### config.mk
export PLATFORM = sky130hd
export DESIGN_NAME = uart_ram_bridge
export DESIGN_NICKNAME = d
export VERILOG_FILES = /design/src/rtl/uart_bridge_pkg.sv /design/src/rtl/uart_baud_tick.sv /design/src/rtl/uart_ram_bridge.sv
export SDC_FILE = /design/constraint.sdc
export NUM_CORES = 1
export LEC_CHECK = 0
export ABC_AREA = 1
export ABC_CLOCK_PERIOD_IN_PS = 5950
export BUFFER_PORTS_ARGS = -buffer_cell sky130_fd_sc_hd__buf_2
export CAP_MARGIN = 20
export CORE_UTILIZATION = 64
export CTS_CLUSTER_DIAMETER = 150
export DETAILED_ROUTE_END_ITERATION = 6
export PLACE_DENSITY = 0.86
export SLEW_MARGIN = 10
export SYNTH_ARGS = -nofsm -noshare
export SYNTH_HDL_FRONTEND = slang
export SYNTH_HIERARCHICAL = 1
export SYNTH_SLANG_ARGS = --single-unit
### constraint.sdc
create_clock -name clk -period 5.95 [get_ports clk]
set_clock_uncertainty 0.2 [all_clocks]
set_input_delay 0.2975 -clock clk [delete_from_list [all_inputs] [get_ports clk]]
set_output_delay 0.2975 -clock clk [all_outputs]
set_load 0.1 [all_outputs]
### src/rtl/uart_bridge_pkg.sv
// ============================================================================
// uart_bridge_pkg : shared types and constants for uart_ram_bridge
// Optional parity framing is selected by UART_PARITY_CHECK_EN.  Revision 1.0
// ============================================================================
`default_nettype none

package uart_bridge_pkg;

  typedef enum logic [3:0] {
    S_IDLE      = 4'd0,
    S_RX_START  = 4'd1,
    S_RX_DATA   = 4'd2,
    S_RX_STOP   = 4'd3,
    S_RX_WRITE  = 4'd4,
    S_TX_FETCH  = 4'd5,
    S_TX_BIT    = 4'd6,
    S_CLEAR     = 4'd7,
    S_EXCEPTION = 4'd8
  } state_t;

  localparam logic [7:0] EXC_STOP    = 8'd1;
  localparam logic [7:0] EXC_PARITY  = 8'd2;
  localparam logic [7:0] EXC_TIMEOUT = 8'd3;

  localparam int unsigned DEF_RX_BASE   = 206800;
  localparam int unsigned DEF_CTRL_ADDR = 411699;
  localparam int unsigned DEF_EXC_ADDR  = 411698;

`ifdef UART_PARITY_CHECK_EN
  localparam int FRAME_BITS = 11;
`else
  localparam int FRAME_BITS = 10;
`endif
  // Bits sampled between start and stop: data plus optional parity.
  localparam int RX_BITS = FRAME_BITS - 2;

endpackage

`default_nettype wire

### src/rtl/uart_baud_tick.sv
// ============================================================================
// uart_baud_tick : bit-period counter with restart, mid-bit and end-bit pulses
// Revision 1.0
// ============================================================================
`default_nettype none

module uart_baud_tick #(
  parameter int CLKS_PER_BIT = 4
) (
  input  logic clk,
  input  logic rst,
  input  logic restart,
  output logic half_tick,
  output logic full_tick
);

  localparam int CW = $clog2(CLKS_PER_BIT);

  logic [CW-1:0] cnt;

  always_ff @(posedge clk) begin
    if (rst || restart) begin
      cnt <= '0;
    end else if (cnt == CW'(CLKS_PER_BIT - 1)) begin
      cnt <= '0;
    end else begin
      cnt <= cnt + 1'b1;
    end
  end

  // Restart lands one cycle into the bit, so the middle is CLKS_PER_BIT/2-1 counts later.
  assign half_tick = (cnt == CW'(CLKS_PER_BIT / 2 - 1));
  assign full_tick = (cnt == CW'(CLKS_PER_BIT - 1));

endmodule

`default_nettype wire

### src/rtl/uart_ram_bridge.sv
// ============================================================================
// uart_ram_bridge : packs received UART bytes into RAM words and streams RAM
// back out on CPU request; UART_PARITY_CHECK_EN adds even parity.  Rev 1.0
// ============================================================================
`default_nettype none

module uart_ram_bridge
  import uart_bridge_pkg::*;
#(
  parameter int          CLKS_PER_BIT = 4,
  parameter int          WORD_BYTES   = 4,
  parameter int          ADDR_W       = 32,
  parameter int unsigned RX_BASE      = DEF_RX_BASE,
  parameter int unsigned CTRL_ADDR    = DEF_CTRL_ADDR,
  parameter int unsigned EXC_ADDR     = DEF_EXC_ADDR,
  parameter int          IDLE_TIMEOUT = 16
) (
  input  logic                    clk,
  input  logic                    rst,
  input  logic                    datai,
  input  logic [8*WORD_BYTES-1:0] rramdata,
  output logic                    datao,
  output logic                    wram,
  output logic [ADDR_W-1:0]       ramaddress,
  output logic [8*WORD_BYTES-1:0] wramdata,
  output logic                    busy
);

  localparam int DW        = 8 * WORD_BYTES;
  localparam int BC_W      = (WORD_BYTES > 1) ? $clog2(WORD_BYTES) : 1;
  localparam int TO_CYCLES = IDLE_TIMEOUT * CLKS_PER_BIT;
  localparam int TO_W      = $clog2(TO_CYCLES + 1);

  generate
    if (CLKS_PER_BIT < 2 || (CLKS_PER_BIT % 2) != 0) begin : g_cpb_check
      $error("CLKS_PER_BIT must be even and at least 2");
    end
  endgenerate

  state_t                  state;
  logic [ADDR_W-1:0]       rx_addr;
  logic [ADDR_W-1:0]       tx_addr;
  logic [BC_W-1:0]         byte_cnt;
  logic [DW-1:0]           word;
  logic [RX_BITS-1:0]      rx_shift;
  logic [FRAME_BITS-1:0]   tx_shift;
  logic [3:0]              bit_cnt;
  logic [TO_W-1:0]         idle_cnt;

  logic                    half_tick;
  logic                    full_tick;
  logic                    restart;
  logic                    ctrl_req;
  logic                    last_byte;
  logic [7:0]              rx_byte;
  logic [7:0]              tx_byte;
  logic [DW-1:0]           merged;
  logic [FRAME_BITS-1:0]   tx_frame;

  always_comb begin
    rx_byte   = rx_shift[7:0];
    // Byte 0 of a word is its most significant byte.
    tx_byte   = 8'(rramdata >> (8 * (WORD_BYTES - 1 - int'(byte_cnt))));
    merged    = DW'({word, rx_byte});
    last_byte = (byte_cnt == BC_W'(WORD_BYTES - 1));
    ctrl_req  = (rramdata == DW'(1));
`ifdef UART_PARITY_CHECK_EN
    tx_frame  = {1'b1, ^tx_byte, tx_byte, 1'b0};
`else
    tx_frame  = {1'b1, tx_byte, 1'b0};
`endif
  end

  assign restart = ((state == S_IDLE) && (ctrl_req || !datai)) || (state == S_TX_FETCH);
  assign busy    = (state != S_IDLE);

  uart_baud_tick #(
    .CLKS_PER_BIT (CLKS_PER_BIT)
  ) u_baud (
    .clk       (clk),
    .rst       (rst),
    .restart   (restart),
    .half_tick (half_tick),
    .full_tick (full_tick)
  );

  // RAM-side outputs are registered, so each is set on the edge entering the state that owns it.
  always_ff @(posedge clk) begin
    if (rst) begin
      state      <= S_IDLE;
      datao      <= 1'b1;
      wram       <= 1'b0;
      ramaddress <= ADDR_W'(CTRL_ADDR);
      wramdata   <= '0;
      rx_addr    <= ADDR_W'(RX_BASE);
      tx_addr    <= ADDR_W'(RX_BASE);
      byte_cnt   <= '0;
      word       <= '0;
      rx_shift   <= '0;
      tx_shift   <= '1;
      bit_cnt    <= '0;
      idle_cnt   <= '0;
    end else begin
      wram       <= 1'b0;
      ramaddress <= ADDR_W'(CTRL_ADDR);
      datao      <= 1'b1;
      idle_cnt   <= '0;

      case (state)
        S_IDLE: begin
          if (ctrl_req) begin
            state      <= S_TX_FETCH;
            tx_addr    <= ADDR_W'(RX_BASE);
            byte_cnt   <= '0;
            ramaddress <= ADDR_W'(RX_BASE);
          end else if (!datai) begin
            state <= S_RX_START;
          end else if (byte_cnt != '0) begin
            if (idle_cnt == TO_W'(TO_CYCLES - 1)) begin
              state      <= S_EXCEPTION;
              wram       <= 1'b1;
              ramaddress <= ADDR_W'(EXC_ADDR);
              wramdata   <= DW'(EXC_TIMEOUT);
            end else begin
              idle_cnt <= idle_cnt + 1'b1;
            end
          end
        end

        S_RX_START: begin
          if (half_tick) begin
            if (datai) begin
              state <= S_IDLE;
            end else begin
              state   <= S_RX_DATA;
              bit_cnt <= '0;
            end
          end
        end

        S_RX_DATA: begin
          if (half_tick) begin
            rx_shift <= {datai, rx_shift[RX_BITS-1:1]};
            bit_cnt  <= bit_cnt + 1'b1;
            if (bit_cnt == 4'(RX_BITS - 1)) begin
              state <= S_RX_STOP;
            end
          end
        end

        S_RX_STOP: begin
          if (half_tick) begin
            if (!datai) begin
              state      <= S_EXCEPTION;
              wram       <= 1'b1;
              ramaddress <= ADDR_W'(EXC_ADDR);
              wramdata   <= DW'(EXC_STOP);
`ifdef UART_PARITY_CHECK_EN
            end else if (^rx_shift) begin
              state      <= S_EXCEPTION;
              wram       <= 1'b1;
              ramaddress <= ADDR_W'(EXC_ADDR);
              wramdata   <= DW'(EXC_PARITY);
`endif
            end else begin
              word <= merged;
              if (last_byte) begin
                state      <= S_RX_WRITE;
                wram       <= 1'b1;
                ramaddress <= rx_addr;
                wramdata   <= merged;
              end else begin
                state    <= S_IDLE;
                byte_cnt <= byte_cnt + 1'b1;
              end
            end
          end
        end

        S_RX_WRITE: begin
          state    <= S_IDLE;
          rx_addr  <= rx_addr + 1'b1;
          byte_cnt <= '0;
        end

        S_TX_FETCH: begin
          if ((byte_cnt == '0) && (rramdata == '0)) begin
            state    <= S_CLEAR;
            rx_addr  <= ADDR_W'(RX_BASE);
            wram     <= 1'b1;
            wramdata <= '0;
          end else begin
            state    <= S_TX_BIT;
            datao    <= 1'b0;
            tx_shift <= tx_frame >> 1;
            bit_cnt  <= '0;
          end
        end

        S_TX_BIT: begin
          if (full_tick) begin
            if (bit_cnt == 4'(FRAME_BITS - 1)) begin
              state <= S_TX_FETCH;
              if (last_byte) begin
                tx_addr    <= tx_addr + 1'b1;
                byte_cnt   <= '0;
                ramaddress <= tx_addr + 1'b1;
              end else begin
                byte_cnt   <= byte_cnt + 1'b1;
                ramaddress <= tx_addr;
              end
            end else begin
              datao    <= tx_shift[0];
              tx_shift <= tx_shift >> 1;
              bit_cnt  <= bit_cnt + 1'b1;
            end
          end else begin
            datao <= datao;
          end
        end

        S_CLEAR: begin
          state <= S_IDLE;
        end

        S_EXCEPTION: begin
          state    <= S_CLEAR;
          word     <= '0;
          byte_cnt <= '0;
          wram     <= 1'b1;
          wramdata <= '0;
        end

        default: begin
          state <= S_IDLE;
        end
      endcase
    end
  end

endmodule

`default_nettype wire

# == After elaboration in Yosys (flattened, before gate mapping) ==
# Cells that the tools add are included.
# totals
output_inout_bits,67
ff_bits,191
word_cells,164
# classes
bitwise,3
eq_ne,34
n_reduce_logical,30
muxes,75
addsub,7
shift,1
# ops
cell,count
$mux 32,18
$pmux 32 s2,2
$pmux 32 s4,1
$pmux 32 s3,1
$mux 4,17
$add 32x1->32 const B,2
$mux 24,2
$pmux 24 s2,1
$eq 32x1->1 const B,1
$logic_not 32->1,1
$shr 32x32->8,1
$mux 10,3
$ne 2x2->1 const B,14
$pmux 4 s7,1
$pmux 10 s2,1
$mux 19,1
$eq 4x3->1 const B,4
$mux 2,8
$pmux 4 s4,1
$reduce_and 8->1,2
$reduce_bool 4->1,4
$mux 1,14
$reduce_and 7->1,2
$reduce_bool 2->1,5
other kinds (28),43

# == Longest topological paths before layout ==
# Gate-level depths: netlist (run 1).
# logic_depth
depth_word,6
depth_mapped,14
mapped_depth_nobuf,12

# == By module ==
# Netlist (run 1), hierarchy kept.
# by_module_without_submodules
module,n_inst,seq_area_each_um2,cells_per_inst,area_per_inst_um2
uart_ram_bridge,1,3783.6,1504,9930.8
uart_baud_tick,1,40.0,10,87.6

# == Worst setup path before layout (run 1) ==
# No wires, ideal clock.
# synth_path
kind,reg2reg
from,reg byte_cnt[0]
to,reg rx_addr[22]
stages_incl_launch_ff,15
arrival_ns,1.857
setup_ns,0.118
setup_slack_ns,3.775
t_required_ns,5.632
period_less_slack_ns,2.175
cell_sequence,dfxtp_1 -> clkbuf_1 -> clkbuf_1 -> inv_1 -> ha_1 -> nand2_1 -> nor2_1 -> nand2_1 -> nor2_1 -> nand3_4 -> nand2_4 -> inv_4 -> buf_6 -> nor3_1 -> nor2_1
# synth_via
elab_chain_len,4
# synth_lines
element,line_no,source
"start, declared",uart_ram_bridge.sv:43,logic [BC_W-1:0] byte_cnt;
"start signal, assigned",uart_ram_bridge.sv:174,byte_cnt <= byte_cnt + 1'b1;
"start signal, assigned",uart_ram_bridge.sv:209,byte_cnt <= byte_cnt + 1'b1;
$logic_not 2->1,uart_ram_bridge.sv:187,if ((byte_cnt == '0) && (rramdata == '0)) begin
$logic_and 1x1->1,uart_ram_bridge.sv:187,
$ne 2x1->1 (no source line),--,
$reduce_and 2->1 (no source line),--,
"end signal, assigned",uart_ram_bridge.sv:95,rx_addr <= ADDR_W'(RX_BASE);
"end signal, assigned",uart_ram_bridge.sv:182,rx_addr <= rx_addr + 1'b1;
"end signal, assigned",uart_ram_bridge.sv:189,rx_addr <= ADDR_W'(RX_BASE);
"end, declared",uart_ram_bridge.sv:41,logic [ADDR_W-1:0] rx_addr;
# Every way passes these cells.
# A chain may end at the register's enable or synchronous reset.

# == Worst setup path after layout (run 1) ==
# layout_path
from,reg byte_cnt[0]
to,reg wramdata[18]
# layout_via
elab_chain_len,4
word_cells_on_any_way,8
cone_classes,4 x eq/ne; 4 x reduce/logical
# layout_lines
element,line_no,source
$logic_not 2->1,uart_ram_bridge.sv:187,
$logic_and 1x1->1,uart_ram_bridge.sv:187,
$ne 2x1->1 (no source line),--,
$reduce_and 8->1 (no source line) (*),--,
"end signal, assigned",uart_ram_bridge.sv:123,wramdata <= DW'(EXC_TIMEOUT);
"end signal, assigned",uart_ram_bridge.sv:157,wramdata <= DW'(EXC_STOP);
"end signal, assigned",uart_ram_bridge.sv:171,wramdata <= merged;
"end, declared",uart_ram_bridge.sv:25,"output logic [8*WORD_BYTES-1:0] wramdata,"
# Mark *: on every way between the ends. The rest lies on a longest branch, timed or not.

==> metrics, run 1 <==
P per Cell Area=378 nW/um^2; insertion delay to the later sink of the worst-skew pair=440 ps; Post-synth EDFFs=0; Least-Margin Pin Slew=1040 ps; CP Capture Type=flip-flop; sw frac=0.451; total wire length=26600 um; max-capacitance violation count=0; Compound-Gate Fraction of Synth Area=0.140; post-synthesis simple-gate area fraction=0.364; Synth warnings=6; peak supply drop=387 uV; gpl congestion=0.915; ys async rst share=0; post-detail-place hpwl=18500 um; die area=16200 sq um; cts repair resizes=0; Row Count=45; DIE HEIGHT=127 um; Synth Area in XOR/XNOR=0.00962; most used flip-flop cell after synthesis=dfxtp_1; CTS Buffer Depth=2; core box area=15300 sq um; root buf cell=clkbuf_16; RSZ-0062 raised after global routing=no; endpoints failing hold=0; worst r2r path cells=6; initial antenna violation count=0; Slew Viols, Final=0; Logic pwr share=0.381; Crit Path Category=flip-flop to flip-flop; register area share after synthesis=0.382; Post-CTS Setup Inserts=0; Reg power frac=0.353; fin util=0.722; Slew HR=0.309; crit path max fanout=36; Clk pwr share=0.266; worst hold stages=5; Netlist cell types=46; Internal=2.29 mW; switching pwr=1.88 mW; Synth Register Bits=191; share of cells above drive strength 1=0.119; Mapped Cells=1514; minimum clock period=3630 ps; CP startpoint kind=flip-flop; final setup vio count=0; routed vias=10.2k; CTS Hold Bufs=0; drt initial violations=1089; Cell Area, Synth=10000 sq um; total negative slack=0 ps; Leak=4.65 nW; gr usage total=0.335; Initial Utilization=0.657; number of nets in the finished design=1621; Die X-Extent=127 um; htree depth=4; status=complete, no violations; pin count of the biggest net entering global routing=77; Post-Syn Nets=1558; first-pass GRT wire length=43300 um; Vias/cell=5.69; Worst Hold Class=input port to flip-flop; CTS Sinks=191; Arr. time, crit path=3750 ps; syn avg cell area=6.62 sq um; Post-DRT Antenna Nets=0; CTS Buf Count=17; number of global-route vias before repair=9153; clock transition at the registers of the reported paths=70 ps; worst endpoint required time=6070 ps; grt ovf=0; main combinational cell family by area after synthesis=simple AND/OR/NAND/NOR gates; ANT cells=0; Syn-to-layout area delta=10.0%; CTS tree=built; mux cell area share after synthesis=0; DR DRC count=0; Post-Synth Adder-Cell Area=0.0112; DR pass1 iterations=7; I/O Buffers=101; FMAX=276 MHz; Final Cycle Share=0.609; wire per inst=14.8 um; IO Pins=102
## kinds of logic (layout without fill, tap and decap cells)
family                   after synthesis  in the layout
buffers and inverters                217            292
AND/OR/NAND/NOR                      834            834
flip-flops                           191            191
XOR/XNOR                              11             11
AO/OA/AOI/OAI                        252            252
adder cells (fa/ha/maj)                9              9
## registers in the layout, indices dropped and copies added, names as in the netlist
name and flops:
rx_addr 32, tx_addr 32, datao 1, wramdata 32, idle_cnt 7, wram 1, ramaddress 32, bit_cnt 4
tx_shift 10, u_baud/cnt 2, rx_byte 8, state 4, word 24, byte_cnt 2
## cells in the mapped netlist (all sizes together), types with 2 or more instances
library cell | count | area [sq um]
nand3 | 103 | 566
xnor2 | 5 | 43.8
nor4 | 2 | 12.5
dfxtp | 191 | 3820
o211ai | 10 | 75.1
o21ai | 69 | 349
xor2 | 6 | 52.6
or2 | 3 | 18.8
and3 | 2 | 12.5
a21oi | 128 | 648
nor3 | 51 | 282
clkbuf | 29 | 109
inv | 157 | 592
buf | 30 | 233
nor3b | 3 | 22.5
o21bai | 23 | 173
o2111ai | 3 | 26.3
nand4 | 29 | 188
nand3b | 3 | 22.5
a31oi | 12 | 75.1
nor2 | 223 | 917
a211oi | 4 | 30.0
nand2 | 414 | 1600
ha | 9 | 113
## worst max-delay path: stages, from the launching register on
cell and delay [ps]:
dfxtp_1 1010, ha_1 710, o21ai_0 200, a21oi_1 180, nand3_1 630, nor3_1 480
nor2_1 90
## stage by stage
stage	setup WS (ps)	instances	power [mW]	hold WS, ps	instance area, sq um
after CTS	2400	1800	4.16	99.8	11000
after global placement	2600	1769	3.04	230	10500
after detailed placement	2400	1769	3.07	245	10500
final	2320	1800	4.17	103	11000
after global routing	2140	1800	4.34	137	11000
after floorplan	3770	1514	2.82	218	10000
## final cells by class
| cell class | count | area (sq um) |
|---|---|---|
| Tap cell | 211 | 264 |
| Multi-Input combinational cell | 1106 | 5260 |
| Clock buffer | 20 | 457 |
| Inverter | 158 | 596 |
| Fill cell | 1336 | 4240 |
| Clock inverter | 11 | 105 |
| Timing Repair Buffer | 103 | 520 |
| Sequential cell | 191 | 3820 |
## cell usage in the layout (no fill, tap or decap), types with 5 or more instances in the layout
| cell | count |
|---|---|
| nand3_2 | 5 |
| xnor2_1 | 5 |
| nand3_1 | 96 |
| buf_2 | 101 |
| dfxtp_1 | 191 |
| nand2_1 | 401 |
| o21bai_1 | 23 |
| clkbuf_16 | 17 |
| inv_2 | 9 |
| o211ai_1 | 10 |
| nor2_2 | 8 |
| inv_1 | 147 |
| o21ai_0 | 66 |
| ha_1 | 9 |
| nand4_1 | 28 |
| a31oi_1 | 12 |
| xor2_1 | 6 |
| nor2_1 | 207 |
| nor3_1 | 47 |
| nor2_4 | 8 |
| a21oi_1 | 126 |
| nand2_2 | 10 |
## metal layers
metal	share of wire	up-vias	GRT usage
li1	-	5027	-
met5	0	-	0
met1	0.44	4688	0.441
met2	0.46	454	0.549
met4	0.029	0	0.141
met3	0.073	72	0.0523
## worst paths after layout
path / from / endpoint / slack [ps]
max: byte_cnt[0] / wramdata[18] / 2320
min: rramdata[15] / tx_shift[7] / 100
max reg2reg: byte_cnt[0] / wramdata[18] / 2320
min reg2reg: u_baud/cnt[0] / u_baud/cnt[0] / 250
## power groups by stage
stage          Clock (mW)  Combinational [mW]  Sequential (mW)
3_3_place_gp            0                1.55             1.50
6_report             1.11                1.59             1.47
3_5_place_dp            0                1.57             1.50
2_1_floorplan           0               0.714             2.10
5_1_grt              1.17                1.69             1.48
4_1_cts              1.11                1.58             1.47
Power figures use the tool's default switching activity.
==> inputs of run 2 (changes only) <==
ABC_CLOCK_PERIOD_IN_PS = 3400   (was 5950)
CORE_UTILIZATION = 60   (was 64)
PLACE_DENSITY = 0.81   (was 0.86)
clock period = 3.4 ns   (was 5.95 ns; I/O delays follow)
==> metrics, run 2 (same netlist as run 1, synthesis figures left out) <==
Worst Hold Class=input port to flip-flop; post-detail-place hpwl=19200 um (+3.5%); highest-count cells in the layout ignoring fill and taps=401 x nand2_1, 207 x nor2_1, 191 x dfxtp_1; CTS Buf Count=17 (unchanged); FMAX=369 MHz (+34%); Min Hold Slack=14.6 ps (-87.9 ps); Max stage delay cell, worst path=dfxtp_1; CTS Sinks=191 (unchanged); sw frac=0.452 (+0.00136); Final Cycle Share=0.798 (+0.189); Slew Viols, Final=0 (unchanged); wire per inst=14.9 um (+1.1%); Crit path max-delay family=simple AND/OR/NAND/NOR gates; peak supply drop=641 uV (+66%); fin util=0.693 (-0.0290); worst endpoint required time=3530 ps (-2540 ps); P per Cell Area=666 nW/um^2 (+76%); initial antenna violation count=0 (unchanged); DR DRC count=0 (unchanged); ANT cells=0 (unchanged); Post-CTS Setup Inserts=0 (unchanged); Post-Place Worst Slack=716 ps (-1680 ps); CTS Hold Bufs=4 (+4); share of cells above drive strength 1=0.124 (+0.00528); die area=17200 sq um (+6.6%); core box area=16100 sq um (+5.6%); gpl congestion=0.994 (+8.6%); worst r2r path cells=10 (+4); I/O Buffers=101 (unchanged); number of nets in the finished design=1633 (+0.74%); Least-Margin Pin Slew=989 ps (-46.2 ps); slack of the critical path=687 ps (-1640 ps); DR pass1 iterations=6 (-1); Leak=4.73 nW (+1.7%); gr usage total=0.318 (-0.0174); endpoints failing hold=0 (unchanged); number of global-route vias before repair=9109 (-0.48%); switching pwr=3.37 mW (+79%); total negative slack=0 ps (unchanged); Slew HR=0.340 (+0.0316); CP Capture Type=flip-flop; DIE HEIGHT=131 um (+3.2%); CTS Buffer Depth=2 (unchanged); root buf cell=clkbuf_16; Arr. time, crit path=2840 ps (-910 ps); pin count of the biggest net entering global routing=72 (-6.5%); Worst path max stage delay=570 ps (-440 ps); insertion delay to the later sink of the worst-skew pair=440 ps (about the same); first-pass GRT wire length=44700 um (+3.1%); Syn-to-layout area delta=11.5%; max-capacitance violation count=0 (unchanged); htree depth=4 (unchanged); Row Count=46 (+2.2%); Logic pwr share=0.378 (-0.003); Post-DRT Antenna Nets=0 (unchanged); grt ovf=0 (unchanged); Internal=4.07 mW (+78%); Clk pwr share=0.277 (+0.011); routed vias=10.1k (-1.3%); status=complete, no violations; CP Depth=10 (+4); CP startpoint kind=flip-flop; Buf/Inv on CP=2 (+2); Initial Utilization=0.622 (-0.0349); cts repair resizes=0 (unchanged); CTS tree=built; final setup vio count=0 (unchanged); drt initial violations=1029 (-5.5%); Die X-Extent=131 um (+3.2%); worst hold stages=5 (unchanged); minimum clock period=2710 ps (-913 ps); IO Pins=102 (unchanged); Crit Path Category=flip-flop to flip-flop; total wire length=27100 um (+2.1%); cells along the critical path=clkinv_1 -> ha_1 -> inv_1 -> nand3_1 -> nor2_1 -> nand3_1 -> nand3_4 -> nand2_1 -> nand2_1 -> nor2_1; Reg power frac=0.345 (-0.008); RSZ-0062 raised after global routing=no; clock transition at the registers of the reported paths=70 ps (about the same); crit path max fanout=44 (+22%); Vias/cell=5.56 (-2.2%); commonest non-fill, non-tap cell in the layout=nand2_1
==> run 2: final cells by class <==
type                    count  area, sq um
clock inverters            12          140
flip-flops and latches    191         3820
well taps                 216          270
inverters                 158          596
fillers                  1433         4940
clock buffers              20          467
multi-input cells        1106         5260
repair buffers            115          621
==> run 2: power groups by stage <==
stage          logic (mW)  clock network [mW]  registers, mW
6_report             2.81                2.06           2.57
5_1_grt              3.01                2.16           2.59
3_5_place_dp         2.77                   0           2.61
4_1_cts              2.79                2.07           2.57
2_1_floorplan        1.25                   0           3.68
3_3_place_gp         2.75                   0           2.61
==> run 2: stage by stage <==
stage                     std cells  cell area [sq um]  total power [mW]
after floorplan                1514              10000              4.93
after global placement         1782              10500              5.36
after detailed placement       1782              10500              5.39
after CTS                      1818              11200              7.43
after global routing           1818              11200              7.76
final                          1818              11200              7.44
==> run 2: worst register-to-register path, delay by kind of cell, from the launching register on <==
kind                       cells  cell delay, ps
and+or+nand+nor                7            1140
DFF                            1             570
adders and majority gates      1             310
buffers and inverters          2             400
==> run 2: metal layers <==
metal	global-route usage	wire, um
met3	0.0463	1890
met5	0	0
met1	0.435	12200
met2	0.515	12600
met4	0.0987	446
==> run 2: worst paths after layout <==
path	from	endpoint	slack (ps)
worst min register to register	tx_shift[9]	tx_shift[9]	250
worst max-delay path	byte_cnt[1]	wramdata[31]	690
worst min-delay path	rramdata[26]	tx_shift[2]	10
worst max register to register	byte_cnt[1]	wramdata[31]	690
